## src/rtl/predicate_rf_pkg.sv

```systemverilog
// Shared types and default sizes for the per-warp predicate register file.
package predicate_rf_pkg;

  localparam int DEF_NUM_LANES = 8;
  localparam int DEF_NUM_WARPS = 16;
  localparam int DEF_NUM_PREGS = 16;

  typedef enum logic [1:0] {
    S_INIT  = 2'd0,
    S_IDLE  = 2'd1,
    S_CLEAR = 2'd2
  } state_e;

endpackage

```

## src/rtl/pred_rf_sweep_ctrl.sv

```systemverilog
// Sequencer for the predicate file: post-reset zeroing sweep over every row, then
// per-warp bulk clear on request. Drives the row to zero and the ready/busy/done flags.
//
//  state   | meaning
//  S_INIT  | zeroing all rows warp-major after reset, user traffic dropped
//  S_IDLE  | reads/writes/clear requests accepted
//  S_CLEAR | zeroing rows 0..NUM_PREGS-1 of the latched warp
module pred_rf_sweep_ctrl
  import predicate_rf_pkg::*;
#(
  parameter int NUM_WARPS = DEF_NUM_WARPS,
  parameter int NUM_PREGS = DEF_NUM_PREGS,
  parameter int WARP_W    = $clog2(NUM_WARPS),
  parameter int PREG_W    = $clog2(NUM_PREGS)
) (
  input  logic              i_clk,
  input  logic              i_rst,
  input  logic              i_clr_req,
  input  logic [WARP_W-1:0] i_clr_warp,
  output logic [WARP_W-1:0] o_sweep_warp,
  output logic [PREG_W-1:0] o_sweep_row,
  output logic              o_sweep_we,
  output logic              o_ready,
  output logic              o_clr_busy,
  output logic              o_clr_done
);

  state_e            r_state;
  logic [WARP_W-1:0] r_warp;
  logic [PREG_W-1:0] r_row;
  logic              w_row_last;
  logic              w_warp_last;

  assign w_row_last  = (int'(r_row) == NUM_PREGS - 1);
  assign w_warp_last = (int'(r_warp) == NUM_WARPS - 1);

  always_ff @(posedge i_clk or posedge i_rst) begin
    if (i_rst) begin
      r_state <= S_INIT;
      r_warp  <= '0;
      r_row   <= '0;
    end else begin
      case (r_state)
        S_INIT: begin
          if (w_row_last) begin
            r_row <= '0;
            if (w_warp_last) begin
              r_state <= S_IDLE;
              r_warp  <= '0;
            end else begin
              r_warp <= r_warp + WARP_W'(1);
            end
          end else begin
            r_row <= r_row + PREG_W'(1);
          end
        end
        S_IDLE: begin
          if (i_clr_req) begin
            r_state <= S_CLEAR;
            r_warp  <= i_clr_warp;
            r_row   <= '0;
          end
        end
        S_CLEAR: begin
          if (w_row_last) begin
            r_state <= S_IDLE;
            r_row   <= '0;
          end else begin
            r_row <= r_row + PREG_W'(1);
          end
        end
        default: begin
          r_state <= S_INIT;
          r_warp  <= '0;
          r_row   <= '0;
        end
      endcase
    end
  end

  assign o_sweep_warp = r_warp;
  assign o_sweep_row  = r_row;
  assign o_sweep_we   = (r_state == S_INIT) || (r_state == S_CLEAR);
  assign o_ready      = (r_state == S_IDLE);
  assign o_clr_busy   = (r_state == S_CLEAR);
  assign o_clr_done   = (r_state == S_CLEAR) && w_row_last;

endmodule

```

## src/rtl/predicate_register_file_param.sv

```systemverilog
// Per-warp predicate register file: lane-masked write port, two registered read ports,
// sweep-driven init/clear. Define PRED_BYPASS_EN to forward same-cycle writes to reads.
module predicate_register_file_param
  import predicate_rf_pkg::*;
#(
  parameter int NUM_LANES = DEF_NUM_LANES,
  parameter int NUM_WARPS = DEF_NUM_WARPS,
  parameter int NUM_PREGS = DEF_NUM_PREGS,
  parameter int WARP_W    = $clog2(NUM_WARPS),
  parameter int PREG_W    = $clog2(NUM_PREGS)
) (
  input  logic                 i_clk,
  input  logic                 i_rst,
  output logic                 o_ready,
  input  logic [WARP_W-1:0]    i_rd_warp,
  input  logic [NUM_LANES-1:0] i_rd_en_0,
  input  logic [PREG_W-1:0]    i_rd_addr_0,
  input  logic [NUM_LANES-1:0] i_rd_en_1,
  input  logic [PREG_W-1:0]    i_rd_addr_1,
  output logic [NUM_LANES-1:0] o_rd_data_0,
  output logic [NUM_LANES-1:0] o_rd_data_1,
  output logic                 o_rd_valid_0,
  output logic                 o_rd_valid_1,
  input  logic [WARP_W-1:0]    i_wr_warp,
  input  logic [PREG_W-1:0]    i_wr_addr,
  input  logic [NUM_LANES-1:0] i_wr_en,
  input  logic [NUM_LANES-1:0] i_wr_data,
  input  logic                 i_clr_req,
  input  logic [WARP_W-1:0]    i_clr_warp,
  output logic                 o_clr_busy,
  output logic                 o_clr_done
);

  localparam int ROWS  = NUM_WARPS * NUM_PREGS;
  localparam int IDX_W = $clog2(ROWS);

  function automatic logic [IDX_W-1:0] row_idx(input logic [WARP_W-1:0] w,
                                               input logic [PREG_W-1:0] p);
    return IDX_W'(int'(w) * NUM_PREGS + int'(p));
  endfunction

  function automatic logic in_range(input logic [WARP_W-1:0] w, input logic [PREG_W-1:0] p);
    return (int'(w) < NUM_WARPS) && (int'(p) < NUM_PREGS);
  endfunction

  logic [NUM_LANES-1:0] r_mem [ROWS];
  logic [NUM_LANES-1:0] r_rd_data_0, r_rd_data_1;
  logic                 r_rd_valid_0, r_rd_valid_1;

  logic [WARP_W-1:0]    w_sweep_warp;
  logic [PREG_W-1:0]    w_sweep_row;
  logic                 w_sweep_we;
  logic                 w_ready;

  logic                 w_wr_act;
  logic [IDX_W-1:0]     w_wr_idx, w_rd_idx_0, w_rd_idx_1;
  logic                 w_rd_ok_0, w_rd_ok_1;
  logic [NUM_LANES-1:0] w_rd_row_0, w_rd_row_1;

  logic                 w_mem_we;
  logic [IDX_W-1:0]     w_mem_idx;
  logic [NUM_LANES-1:0] w_mem_mask, w_mem_data;

  pred_rf_sweep_ctrl #(
    .NUM_WARPS (NUM_WARPS),
    .NUM_PREGS (NUM_PREGS),
    .WARP_W    (WARP_W),
    .PREG_W    (PREG_W)
  ) u_sweep (
    .i_clk        (i_clk),
    .i_rst        (i_rst),
    .i_clr_req    (i_clr_req),
    .i_clr_warp   (i_clr_warp),
    .o_sweep_warp (w_sweep_warp),
    .o_sweep_row  (w_sweep_row),
    .o_sweep_we   (w_sweep_we),
    .o_ready      (w_ready),
    .o_clr_busy   (o_clr_busy),
    .o_clr_done   (o_clr_done)
  );

  assign w_wr_idx   = row_idx(i_wr_warp, i_wr_addr);
  assign w_wr_act   = w_ready && in_range(i_wr_warp, i_wr_addr) && (|i_wr_en);
  assign w_rd_idx_0 = row_idx(i_rd_warp, i_rd_addr_0);
  assign w_rd_idx_1 = row_idx(i_rd_warp, i_rd_addr_1);
  assign w_rd_ok_0  = in_range(i_rd_warp, i_rd_addr_0);
  assign w_rd_ok_1  = in_range(i_rd_warp, i_rd_addr_1);

  // Sweep and user writes never overlap: the sweep only runs while not ready.
  always_comb begin
    w_mem_we   = 1'b0;
    w_mem_idx  = w_wr_idx;
    w_mem_mask = i_wr_en;
    w_mem_data = i_wr_data;
    if (w_sweep_we) begin
      w_mem_we   = (int'(w_sweep_warp) < NUM_WARPS);
      w_mem_idx  = row_idx(w_sweep_warp, w_sweep_row);
      w_mem_mask = '1;
      w_mem_data = '0;
    end else if (w_wr_act) begin
      w_mem_we = 1'b1;
    end
  end

  always_ff @(posedge i_clk) begin
    if (w_mem_we)
      r_mem[w_mem_idx] <= (r_mem[w_mem_idx] & ~w_mem_mask) | (w_mem_data & w_mem_mask);
  end

  always_comb begin
    w_rd_row_0 = '0;
    w_rd_row_1 = '0;
    if (w_rd_ok_0) w_rd_row_0 = r_mem[w_rd_idx_0];
    if (w_rd_ok_1) w_rd_row_1 = r_mem[w_rd_idx_1];
`ifdef PRED_BYPASS_EN
    if (w_wr_act && w_rd_ok_0 && (w_rd_idx_0 == w_wr_idx))
      w_rd_row_0 = (w_rd_row_0 & ~i_wr_en) | (i_wr_data & i_wr_en);
    if (w_wr_act && w_rd_ok_1 && (w_rd_idx_1 == w_wr_idx))
      w_rd_row_1 = (w_rd_row_1 & ~i_wr_en) | (i_wr_data & i_wr_en);
`endif
  end

  always_ff @(posedge i_clk or posedge i_rst) begin
    if (i_rst) begin
      r_rd_data_0  <= '0;
      r_rd_data_1  <= '0;
      r_rd_valid_0 <= 1'b0;
      r_rd_valid_1 <= 1'b0;
    end else begin
      r_rd_valid_0 <= w_ready && (|i_rd_en_0);
      r_rd_valid_1 <= w_ready && (|i_rd_en_1);
      r_rd_data_0  <= w_ready ? (w_rd_row_0 & i_rd_en_0) : '0;
      r_rd_data_1  <= w_ready ? (w_rd_row_1 & i_rd_en_1) : '0;
    end
  end

  assign o_ready      = w_ready;
  assign o_rd_data_0  = r_rd_data_0;
  assign o_rd_data_1  = r_rd_data_1;
  assign o_rd_valid_0 = r_rd_valid_0;
  assign o_rd_valid_1 = r_rd_valid_1;

endmodule
```

## config.mk

```make
export PLATFORM = sky130hd
export DESIGN_NAME = predicate_register_file_param
export DESIGN_NICKNAME = d
export VERILOG_FILES = /design/src/rtl/predicate_rf_pkg.sv /design/src/rtl/pred_rf_sweep_ctrl.sv /design/src/rtl/predicate_register_file_param.sv
export SDC_FILE = /design/constraint.sdc
export NUM_CORES = 2
export LEC_CHECK = 0
export BUFFER_PORTS_ARGS = -buffer_cell sky130_fd_sc_hd__buf_2
export CAP_MARGIN = 20
export CORE_UTILIZATION = 35
export CTS_BUF_LIST = sky130_fd_sc_hd__clkbuf_2 sky130_fd_sc_hd__clkbuf_4 sky130_fd_sc_hd__clkbuf_8
export DETAILED_ROUTE_END_ITERATION = 10
export MAX_ROUTING_LAYER = met4
export PLACE_DENSITY_LB_ADDON = 0.1
export SLEW_MARGIN = 20
export SYNTH_ARGS = -nofsm -noshare
export SYNTH_HDL_FRONTEND = slang
export SYNTH_SLANG_ARGS = --single-unit
```

## constraint.sdc

```tcl
create_clock -name i_clk -period 16.4 [get_ports i_clk]
set_input_delay 2.46 -clock i_clk [delete_from_list [all_inputs] [get_ports i_clk]]
set_output_delay 2.46 -clock i_clk [all_outputs]
set_load 0.02 [all_outputs]
```

; ---- After elaboration in Yosys (flattened, before gate mapping)
; Memory sizes are Yosys's and may differ from the RTL's.
; Index checks and enable logic that the tools add are counted.
[word_totals]
latch_bits = 0
mem_count = 1
input_bits = 59
mem_bits_ro = 0
ramBits = 2048
register_bits = 28
elab_cells = 62
out_inout_bits = 21
[op_classes]
n_lt_le_gt_ge = 0
multipliers = 0
bitwise_logic = 7
div = 0
muxes = 21
add_sub_neg = 6
n_shift = 0
n_reduce_logical = 12
eq_ne = 8
[memory_table]
columns = name, words, word_bits, read_ports, rd_ports_with_merged_regs, wr, line_no
row1 = r_mem, 256, 8, 3, 0, 1, predicate_register_file_param.sv:46  ; logic [NUM_LANES-1:0] r_mem [ROWS];
[op_table]
columns = cell, n
row1 = $mux 8, 5
row2 = $add 8x4->8, 4
row3 = $and 8x8->8, 4
row4 = $reduce_or 8->1, 3
row5 = $mux 4, 5
row6 = $pmux 4 s3, 1
row7 = $add 4x1->4 const B, 2
row8 = $eq 4x1->1 const B, 2
row9 = $mux 2, 4
row10 = $not 8->8, 1
row11 = $or 8x8->8, 1
row12 = $pmux 4 s2, 1
row13 = $ne 2x1->1 const B, 3
row14 = $pmux 2 s3, 1
row15 = $logic_and 1x1->1, 4
row16 = $mux 1, 4
row17 = $reduce_and 4->1, 1
row18 = $reduce_and 3->1, 1
row19 = $eq 2x1->1 const B, 1
row20 = $eq 2x2->1 const B, 1
row21 = $logic_not 2->1, 1
row22 = $ne 2x2->1 const B, 1
row23 = $reduce_or 2->1, 1
row24 = $logic_or 1x1->1, 1
row25 = $not 1->1, 1

; ---- Depth between registers and ports, before layout
[logic_depth]
depth_word = 6
depth_mapped = 15
ltp_nobuf = 9

; ---- Hierarchy
; From an unflattened synthesis, not the netlist that was laid out.
[unflattened]
hier_cells = 5710
hier_area_um2 = 112133.8
[modules_own_cells]
columns = mod, seq_area_each_um2, instances, cells_per_inst, area_per_inst_um2
row1 = predicate_register_file_param, 61949.4, 1, 5646, 111524.5
row2 = pred_rf_sweep_ctrl, 250.2, 1, 64, 609.3

; ---- Worst setup path before layout
; OpenSTA, ideal clock, no wires.
[synth_path]
kind = input -> register
startpoint = in i_wr_addr[0]
endpoint = mem r_mem[0][1] (netlist bit) (data pin)
required_ns = 14.084
path_stages = 14
arrival_ns = 14.983
setup_time_ns = 2.316
setup_slack_ns = -0.899
n_path_buf = 7
path_cell_list = mux2_2 > buf_6 > buf_12 > buf_12 > buf_8 > buf_4 > buf_4 > buf_2 > nand2_1 > a31oi_1 > nand4_1 > a41oi_1 > nor3_1 > a221oi_1
[synth_via]
elab_chain_cells = 5
[synth_rtl]
columns = element, line_no
row1 = "start, declared", predicate_register_file_param.sv:25  ; input logic [PREG_W-1:0] i_wr_addr,
row2 = $add 8x4->8, predicate_register_file_param.sv:39  ; return IDX_W'(int'(w) * NUM_PREGS + int'(p));
row3 = $mux 8, predicate_register_file_param.sv:95  ; if (w_sweep_we) begin
row4 = $mem_v2 256x8, --
row5 = $and 8x8->8, predicate_register_file_param.sv:107  ; r_mem[w_mem_idx] <= (r_mem[w_mem_idx] & ~w_mem_mask) | (w_mem_data & w_mem_mask);
row6 = $or 8x8->8, predicate_register_file_param.sv:107
row7 = "end, declared", predicate_register_file_param.sv:46
; Every way passes these cells.

; ---- Worst setup path in the final report
[layout_path]
startpoint = in i_wr_addr[0]
endpoint = mem r_mem[164][5] (netlist bit) (data pin)
; The elaborated chain is that of the path after synthesis.

==> metrics.md <==
| Metric | Value |
|---|---|
| Die W | `569.8 microns` |
| Core area | `320900 sq um` |
| Fin crit period | `8.563 ns` |
| Post-route ant nets | `0` |
| Area leader, netlist | `edfxtp_1` |
| Max-slew violations | `0` |
| Period utilization | `52.21%` |
| Largest net degree at the start of global routing | `204` |
| Setup bufs post-CTS | `0` |
| CP Data Arrival Time | `9.29 ns` |
| Share of power burned in registers | `49.7%` |
| Yosys top cell area share | `54.51%` |
| Max Cap Viol | `0` |
| Critical Path Source Type | `input pin` |
| Mapped cell area | `112800 sq um` |
| Mean Syn Cell Area | `19.16 sq um` |
| CTS Sinks | `2076` |
| Final worst setup slack | `7.837 ns` |
| Post-Place Worst Slack | `6.617 ns` |
| Final GP Congestion | `0.9026` |
| Syn Inst Count | `5889` |
| IO buf count | `79` |
| CTS tree | `yes` |
| Clock power frac | `43.5%` |
| Syn. warnings | `0` |
| CP Capture Type | `flop` |
| P_sw | `2.824 mW` |
| Synth cell count leaders | `edfxtp_1, mux4_2, nand2_1` |
| # hold bufs at CTS | `0` |
| Slew headroom | `16.37%` |
| Setup TNS | `0 ns` |
| # IOs | `80` |
| Vias in the first global route | `70.05k` |
| H-Tree Depth | `5` |
| Register bit total from synthesis | `2076` |
| Status | `finished clean` |
| Synth area leaders | `edfxtp_1, mux4_2, nand2_1` |
| Antenna violations before repair | `44` |
| Int Power | `8.725 mW` |
| Post-detail-place hpwl | `306500 microns` |
| Final wirelength | `479600 microns` |
| Initial Util | `35.16%` |
| Peak supply drop | `65.62 uV` |
| Total number of vias | `71.18k` |
| Clock buffer depth | `4` |
| Crit-path max FO | `97` |
| Register area share after synthesis | `55.13%` |
| Final Hold Viols | `0` |
| Max Freq | `116.8 MHz` |
| Number of synthesized flops with an enable pin | `2048` |
| P per Cell Area | `90.77 nW/um^2` |
| First-pass GRT wire length | `640900 microns` |
| Die H | `569.8 microns` |
| Sw Share | `24.45%` |
| Asr flop ratio synth | `1.349%` |
| DR WL/cell | `44.63 microns` |
| GRT Total Usage | `30.20%` |
| Reg clk slew, reported paths | `0.06 ns` |
| DRT Pass-1 Iters | `6` |
| Library cells used by synthesis | `62` |
| Share of cells above drive strength 1 | `46.63%` |
| Most common cell in the netlist | `edfxtp_1` |
| Crit path kind | `in -> reg` |
| RSZ-0062 raised after global routing | `no` |
| DRC | `0` |
| Worst skew pair latency | `1.14 ns` |
| Tightest Pin Transition | `1.254 ns` |
| CTS Root Cell | `clkbuf_8` |
| Pleak | `37.89 nW` |
| Clk_skew | `0.07888 ns` |
| Via/cell ratio | `6.624` |
| Inserted Clock Buffers | `375` |
| Iter 0 DRT Violations | `9813` |
| Net count, final | `6165` |
| Congestion Overflow GR | `0` |
| Std-Cell Rows | `208` |
| Hold Path Class | `reg -> reg` |
| Ys flop type | `edfxtp_1` |
| Cells resized by post-CTS repair | `0` |
| Data required, critical path | `17.13 ns` |
| DIE AREA | `324600 sq um` |
| Area Overhead vs Synth | `12.76%` |
| Power share of the combinational group | `6.8%` |
| Endpoints failing setup | `0` |
| Net Count, Synth | `5950` |
==> layer usage <==
metal | vias to the layer above | track usage, % | routed length [microns]
li1 | 26470 | - | -
met1 | 39610 | 38.75 | 185500
met2 | 4263 | 46.40 | 227300
met3 | 837 | 5.915 | 41360
met4 | 0 | 13.93 | 25450
met5 | - | - | 0
==> logic make-up (layout without fill, tap and decap cells) <==
family                   Yosys count  in the layout  share of synthesized area (%)
flip-flops                      2076           2076                          55.13
multiplexers                    1879           1879                          36.48
AND/OR/NAND/NOR                  982            982                          3.720
buffers and inverters            580           1094                          2.379
AO/OA/AOI/OAI                    369            369                          2.266
adder cells (fa/ha/maj)            2              2                        0.02217
XOR/XNOR                           1              1                       0.007764
other                              0             38                              0
==> state kept, by name, indices dropped and copies added, names as in the netlist <==
name	cells
o_rd_valid_1	1
u_sweep.o_sweep_warp	4
o_rd_data_0	8
u_sweep.r_state	2
r_mem	2048
o_rd_valid_0	1
o_rd_data_1	8
u_sweep.o_sweep_row	4
==> through the flow <==
stage	instance area, sq um	utilization [%]	hold WS, ns	power (mW)	std cells
after floorplan	112900	-	0.5501	6.328	5889
after global placement	119500	37.23	0.6856	6.636	10020
after detailed placement	119800	37.32	0.6913	6.635	10030
after CTS	127100	39.62	0.7029	11.61	10710
after global routing	127200	39.65	0.7214	11.83	10740
final	127200	39.65	0.6916	11.55	10750
==> final timing paths <==
path	from	endpoint	slack (ns)	depth (start not counted)
worst max-delay path	i_wr_addr[0]	r_mem[164][5]	7.84	12
max in group asynchronous	i_rst	o_rd_data_0[5]	14.57	3
worst min register to register	u_sweep.o_sweep_warp[1]	u_sweep.o_sweep_warp[1]	0.69	3
worst min-delay path	u_sweep.o_sweep_warp[1]	u_sweep.o_sweep_warp[1]	0.69	3
worst max register to register	u_sweep.r_state[0]	r_mem[164][5]	8.33	11
min in group asynchronous	i_rst	o_rd_data_1[4]	1.35	2
==> layout by cell type, fill, tap and decap left out, types with 8 or more instances in the layout <==
cell type and n:
a211oi_1 12, a211oi_2 12, a21oi_1 96, a22oi_1 109, a311oi_1 10, a31oi_1 24, a32oi_1 20, and3_1 40
buf_12 18, buf_2 69, buf_4 300, buf_8 9, bufinv_16 16, clkbuf_4 91, clkbuf_8 387, clkinv_1 108
clkinv_2 52, clkinvlp_4 10, dfrtp_1 27, diode_2 38, edfxtp_1 2048, inv_1 16, inv_6 8, mux2i_1 84
mux4_2 1786, nand2_1 425, nand2_2 15, nand3_1 82, nand4_1 36, nor2_1 148, nor2_2 128, nor2_4 14
nor3_1 27, nor4_1 22, o21ai_0 13, o22ai_1 10, or2_2 10
==> power groups by stage <==
stage	Combinational, mW	Clock, mW	Sequential, mW
after global routing	0.800	5.30	5.74
final	0.788	5.02	5.74
after CTS	0.786	5.09	5.74
after global placement	0.787	0	5.85
after detailed placement	0.785	0	5.85
after floorplan	0.479	0	5.85
==> worst max-delay path, stage by stage <==
cell and delay [ns]:
buf_2 0.14, mux2_8 0.64, buf_4 0.68, buf_4 0.64
mux4_2 0.35, a22oi_1 0.08, a21oi_1 0.87, nor4_1 0.28
o22ai_1 0.27, o221a_4 0.71, buf_4 0.88, buf_4 0.88
==> cell type report <==
type                    instances  area, sq um
clock buffers                 478         6010
multi-input cells            3233        48960
repair buffers                401         3166
inverters                      17        63.81
well taps                    4305         5386
diodes                         38        95.09
clock inverters               198         1349
fillers                     28880       193700
flip-flops and latches       2076        62200
No activity file was read; power rests on OpenSTA's default activity.
